## src/rtl/dma_burst_master.sv

```systemverilog
// rtl/dma_burst_master.sv - single-channel AXI memory-to-memory burst DMA engine
module dma_burst_master #(
    parameter int ADDR_W    = 32,
    parameter int DATA_W    = 32,
    parameter int ID_W      = 4,
    parameter int LEN_W     = 4,
    parameter int MAX_BURST = 16,
    parameter int CNT_W     = 16,
    parameter int MASTER_ID = 0
) (
    input  logic                clk,
    input  logic                rst,
    input  logic                dma_start,
    input  logic [ADDR_W-1:0]   dma_src,
    input  logic [ADDR_W-1:0]   dma_dst,
    input  logic [CNT_W-1:0]    dma_len,
    input  logic                dma_clr,
    output logic                dma_busy,
    output logic                dma_done,
    output logic                dma_err,
    output logic [ID_W-1:0]     M_AWID,
    output logic [ADDR_W-1:0]   M_AWAddr,
    output logic [LEN_W-1:0]    M_AWLen,
    output logic [2:0]          M_AWSize,
    output logic [1:0]          M_AWBurst,
    output logic                M_AWValid,
    input  logic                M_AWReady,
    output logic [DATA_W-1:0]   M_WData,
    output logic [DATA_W/8-1:0] M_WStrb,
    output logic                M_WLast,
    output logic                M_WValid,
    input  logic                M_WReady,
    input  logic [ID_W-1:0]     M_BID,
    input  logic [1:0]          M_BResp,
    input  logic                M_BValid,
    output logic                M_BReady,
    output logic [ID_W-1:0]     M_ARID,
    output logic [ADDR_W-1:0]   M_ARAddr,
    output logic [LEN_W-1:0]    M_ARLen,
    output logic [2:0]          M_ARSize,
    output logic [1:0]          M_ARBurst,
    output logic                M_ARValid,
    input  logic                M_ARReady,
    input  logic [ID_W-1:0]     M_RID,
    input  logic [DATA_W-1:0]   M_RData,
    input  logic [1:0]          M_RResp,
    input  logic                M_RLast,
    input  logic                M_RValid,
    output logic                M_RReady
);

    localparam int SZ = $clog2(DATA_W / 8);
    localparam int BW = $clog2(MAX_BURST) + 1;
    localparam int IW = (MAX_BURST > 1) ? $clog2(MAX_BURST) : 1;
    localparam logic [ADDR_W-1:0] ALIGN_MASK = ~ADDR_W'((1 << SZ) - 1);

    typedef enum logic [2:0] {
        S_IDLE, S_CALC, S_RD_ADDR, S_RD_DATA, S_WR_ADDR, S_WR_DATA, S_WR_RESP, S_DONE
    } state_t;

    state_t state, state_nx;

    logic [ADDR_W-1:0] src_q, dst_q;
    logic [CNT_W-1:0]  rem_q;
    logic [BW-1:0]     beats_q, ridx_q, widx_q;
    logic              err_q;
    logic [DATA_W-1:0] buf_mem [MAX_BURST];

    logic [31:0] src_room, dst_room, lim;
    logic        r_fire, w_fire, r_last, w_last;
    logic        unused_ok;

    // Words left before each address crosses into the next 4KB page.
    always_comb begin
        src_room = (32'd4096 - 32'(src_q[11:0])) >> SZ;
        dst_room = (32'd4096 - 32'(dst_q[11:0])) >> SZ;
        lim      = 32'(rem_q);
        if (32'(MAX_BURST) < lim) lim = 32'(MAX_BURST);
        if (src_room < lim)       lim = src_room;
        if (dst_room < lim)       lim = dst_room;
    end

    assign r_fire = (state == S_RD_DATA) && M_RValid;
    assign w_fire = (state == S_WR_DATA) && M_WReady;
    assign r_last = (ridx_q == beats_q - BW'(1));
    assign w_last = (widx_q == beats_q - BW'(1));

    assign M_AWID    = ID_W'(MASTER_ID);
    assign M_ARID    = ID_W'(MASTER_ID);
    assign M_AWSize  = 3'(SZ);
    assign M_ARSize  = 3'(SZ);
    assign M_AWBurst = 2'b01;
    assign M_ARBurst = 2'b01;
    assign M_WStrb   = '1;
    assign dma_busy  = (state != S_IDLE);
    assign dma_done  = (state == S_DONE);
    assign dma_err   = err_q;

    assign unused_ok = ^{M_RID, M_BID, M_RLast, lim[31:BW]};

    always_ff @(posedge clk) begin
        if (!rst) state <= S_IDLE;
        else      state <= state_nx;
    end

    always_comb begin
        state_nx  = state;
        M_ARValid = 1'b0;
        M_ARAddr  = '0;
        M_ARLen   = '0;
        M_RReady  = 1'b0;
        M_AWValid = 1'b0;
        M_AWAddr  = '0;
        M_AWLen   = '0;
        M_WValid  = 1'b0;
        M_WData   = '0;
        M_WLast   = 1'b0;
        M_BReady  = 1'b0;
        case (state)
            S_IDLE: begin
                if (dma_start) state_nx = (dma_len == '0) ? S_DONE : S_CALC;
            end
            S_CALC: state_nx = S_RD_ADDR;
            S_RD_ADDR: begin
                M_ARValid = 1'b1;
                M_ARAddr  = src_q;
                M_ARLen   = LEN_W'(beats_q - BW'(1));
                if (M_ARReady) state_nx = S_RD_DATA;
            end
            S_RD_DATA: begin
                M_RReady = 1'b1;
                if (r_fire && r_last) state_nx = S_WR_ADDR;
            end
            S_WR_ADDR: begin
                M_AWValid = 1'b1;
                M_AWAddr  = dst_q;
                M_AWLen   = LEN_W'(beats_q - BW'(1));
                if (M_AWReady) state_nx = S_WR_DATA;
            end
            S_WR_DATA: begin
                M_WValid = 1'b1;
                M_WData  = buf_mem[widx_q[IW-1:0]];
                M_WLast  = w_last;
                if (w_fire && w_last) state_nx = S_WR_RESP;
            end
            S_WR_RESP: begin
                M_BReady = 1'b1;
                if (M_BValid) state_nx = (rem_q == CNT_W'(beats_q)) ? S_DONE : S_CALC;
            end
            S_DONE: begin
                if (dma_clr) state_nx = S_IDLE;
            end
            default: state_nx = S_IDLE;
        endcase
    end

    always_ff @(posedge clk) begin
        if (!rst) begin
            src_q   <= '0;
            dst_q   <= '0;
            rem_q   <= '0;
            beats_q <= '0;
            ridx_q  <= '0;
            widx_q  <= '0;
            err_q   <= 1'b0;
        end else begin
            case (state)
                S_IDLE: begin
                    if (dma_start) begin
                        src_q <= dma_src & ALIGN_MASK;
                        dst_q <= dma_dst & ALIGN_MASK;
                        rem_q <= dma_len;
                        err_q <= 1'b0;
                    end
                end
                S_CALC: begin
                    beats_q <= BW'(lim);
                    ridx_q  <= '0;
                    widx_q  <= '0;
                end
                S_RD_DATA: begin
                    if (r_fire) begin
                        ridx_q <= ridx_q + BW'(1);
                        if (M_RResp != 2'b00) err_q <= 1'b1;
                    end
                end
                S_WR_DATA: begin
                    if (w_fire) widx_q <= widx_q + BW'(1);
                end
                S_WR_RESP: begin
                    if (M_BValid) begin
                        if (M_BResp != 2'b00) err_q <= 1'b1;
                        src_q <= src_q + ADDR_W'(32'(beats_q) << SZ);
                        dst_q <= dst_q + ADDR_W'(32'(beats_q) << SZ);
                        rem_q <= rem_q - CNT_W'(beats_q);
                    end
                end
                default: ;
            endcase
        end
    end

    // Burst buffer holds data only; it needs no reset.
    always_ff @(posedge clk) begin
        if (r_fire) buf_mem[ridx_q[IW-1:0]] <= M_RData;
    end

endmodule

```

## config.mk

```make
export PLATFORM = sky130hd
export DESIGN_NAME = dma_burst_master
export DESIGN_NICKNAME = d
export VERILOG_FILES = /design/src/rtl/dma_burst_master.sv
export SDC_FILE = /design/constraint.sdc
export NUM_CORES = 1
export LEC_CHECK = 0
export BUFFER_PORTS_ARGS = -buffer_cell sky130_fd_sc_hd__buf_4
export CORE_MARGIN = 2
export CORE_UTILIZATION = 33
export CTS_BUF_LIST = sky130_fd_sc_hd__clkbuf_16
export DETAILED_ROUTE_END_ITERATION = 8
export RECOVER_POWER = 50
export SLEW_MARGIN = 30
export SYNTH_ARGS = -nofsm -noshare
export SYNTH_HDL_FRONTEND = slang
export SYNTH_SLANG_ARGS = --single-unit
export TNS_END_PERCENT = 10
```

## constraint.sdc

```tcl
create_clock -name clk -period 5.4 [get_ports clk]
set_input_delay 1.08 -clock clk [delete_from_list [all_inputs] [get_ports clk]]
set_output_delay 1.08 -clock clk [all_outputs]
set_load 0.02 [all_outputs]
```

==> qor.yml <==
status: "finished with violations"
violations: "capacitance limit, slew limit"
finalClockSkew_ns: 0.0303
std_cell_rows: 105
worst_slew_margin_rel: -1.43
cts_hold_buf: 0
grt_use_total: 0.165
ys_ff_latch: 611
wl_um: 71600
vias_per_cell: 5.36
setup_tns_ns: 0
p_per_area_nw_per_um2: 351
hold_path.class: "register to register"
synth_edf_count: 512
cts_setup_buffers: 0
drc: 0
initial_core_util: 0.333
ys_top_cells_by_area: "edfxtp_1, mux4_2, dfxtp_1"
antenna_found_initial: 11
intPower_uw: 8340
crit_type: "register to register"
finalCritPeriodShare: 0.908
fp.dieArea_sq_um: 85100
power.leakage_uw: 0.0109
yosysMostFrequentCell: "edfxtp_1"
worst_pin_slew_ns: 3.65
async_reset_ff_frac: 0
p_clk_frac: 0.393
first_iter_violations: 1473
switching_power_uw: 3060
die_w_um: 292
gp_congestion: 0.877
path_clk_slew_ns: 0.06
rsz0062_at_grt: "false"
finalSetupViolCount: 0
cp.required_ns: 5.87
core_area_sq_um: 82000
finalCriticalPeriod_ns: 4.90
drive_gt1_frac: 0.248
ant_nets: 0
ir_worst_vdd_mv: 0.232
syn-cell-area_sq_um: 27300
drv_cap: 3
synth_warnings: 0
pwr-share-seq: 0.473
slowest_stage: "clkbuf_1"
fin_nets: 2244
cts_resized: 0
yosysTopAreaCellShare: 0.563
port_buffers: 229
root_buffer: "clkbuf_16"
synth.distinct_cells: 77
synth_top_cell_by_area: "edfxtp_1"
area_growth_pct: 18.8
insertion_delay_ns: 0.62
hold_path_depth: 2
slowest_delay_ns: 2.60
crit_chain: "inv_1 -> nand3_1 -> clkbuf_1 -> nor2_1 -> a221oi_1 -> nor3_1"
h-tree-depth: 3
worstPathArrival_ns: 5.38
numCtsBuffers: 67
cts_buffer_depth: 3
grt_pass1_wl_um: 107000
num_vias: 17100
grt_max_degree: 85
slew_viol_final: 185
grt_pass1_vias: 17300
grt-ovfl-total: 0
die_y_um: 292
yosys_most_used_dff: "edfxtp_1"
ys_seq_area_frac: 0.635
ios: 269
p_comb_frac: 0.135
syn_inst: 1829
cts_tree: "built"
synth_area_per_cell_sq_um: 14.9
dp_hpwl_um: 44600
netlist_top_cells_count: "edfxtp_1, mux4_2, nor2_1"
fmax_mhz: 204
path_max_fanout: 84
final-hold-violation-count: 0
sw_frac_of_total: 0.268
cp-end-kind: "register"
p_total_uw: 11400
worst_r2r_path_depth: 6
detail_route.wl_per_cell_um: 22.4
startpoint_type: "register"
dr.pass1.iters: 7
clock_sinks: 611
## power groups by stage
stage	Combinational (uW)	Sequential (uW)	Clock [uW]
3_3_place_gp	1490	5480	0
2_1_floorplan	1110	5400	0
5_1_grt	1710	5400	4740
6_report	1530	5390	4480
4_1_cts	1530	5380	4550
3_5_place_dp	1520	5480	0
## worst max-delay path: cells and delay by family, from the launching register on
| family | cells | cell delay, ns |
|---|---|---|
| flip-flops | 1 | 0.61 |
| buffers and inverters | 2 | 2.87 |
| AND/OR/NAND/NOR | 3 | 0.84 |
| AO/OA/AOI/OAI | 1 | 0.42 |
## placed cells by master, fill, tap and decap left out, types with 21 or more instances in the layout
| master | instances |
|---|---|
| edfxtp_1 | 512 |
| buf_4 | 223 |
| mux4_2 | 160 |
| nor2_1 | 113 |
| nand2_1 | 105 |
| dfxtp_1 | 95 |
| and2_1 | 91 |
| clkbuf_16 | 67 |
| a21oi_1 | 61 |
| inv_1 | 52 |
| o21ai_0 | 52 |
| nand3_1 | 45 |
| ha_1 | 45 |
| clkbuf_1 | 39 |
| conb_1 | 32 |
| a211oi_1 | 25 |
| nor4_1 | 22 |
| nand4_1 | 21 |
| nor3_1 | 21 |
## layout make-up
| class | instances | area (sq um) |
|---|---|---|
| Fill cell | 7541 | 49500 |
| Sequential cell | 611 | 17400 |
| Multi-Input combinational cell | 1075 | 9390 |
| Timing Repair Buffer | 272 | 2050 |
| Clock buffer | 67 | 1680 |
| Tap cell | 1070 | 1340 |
| Clock inverter | 55 | 498 |
| Inverter | 35 | 131 |
| Antenna cell | 5 | 12.5 |
## final timing paths
| check | from | endpoint | slack, ns |
|---|---|---|---|
| hold reg to reg | rem_q[0] | rem_q[0] | 0.51 |
| setup / recovery | state[0] | src_q[9] | 0.50 |
| setup reg to reg | state[0] | src_q[9] | 0.50 |
| hold / removal | rem_q[0] | rem_q[0] | 0.51 |
## layer usage
metal,vias up,share of wire,GRT usage
met4,12,0.028,0.0561
met5,-,0.00096,0
met2,653,0.50,0.283
li1,7626,-,-
met1,8663,0.41,0.209
met3,136,0.063,0.0312
## state kept, by name, summed over array words and instances (netlist names), named ones only
signal   cells
buf_mem    512
dst_q       30
src_q       30
rem_q       16
beats_q      5
ridx_q       5
widx_q       5
state        3
dma_err      1
## per-stage QoR
step	util	area, sq um	instances	hold slack, ns	setup WS, ns
6_report	0.396	32500	3190	0.506	0.496
5_1_grt	0.396	32500	3189	0.525	0.109
4_1_cts	0.398	32600	3184	0.505	0.668
3_5_place_dp	0.371	30400	3062	0.495	0.705
3_3_place_gp	0.370	30300	3058	0.472	0.733
2_1_floorplan	-	27400	1859	0.446	1.13
## cells by family (layout without fill, tap and decap cells)
logic type	Yosys count	in the layout	share of synthesized area
simple gates	505	505	0.0944
mux	168	168	0.135
compound gates	285	285	0.0708
other cells	2	37	0.000275
xor+xnor	37	37	0.0129
fa+ha+maj	48	48	0.0228
flops	611	611	0.635
buf+inv	173	429	0.0285
Power figures use the tool's default switching activity.
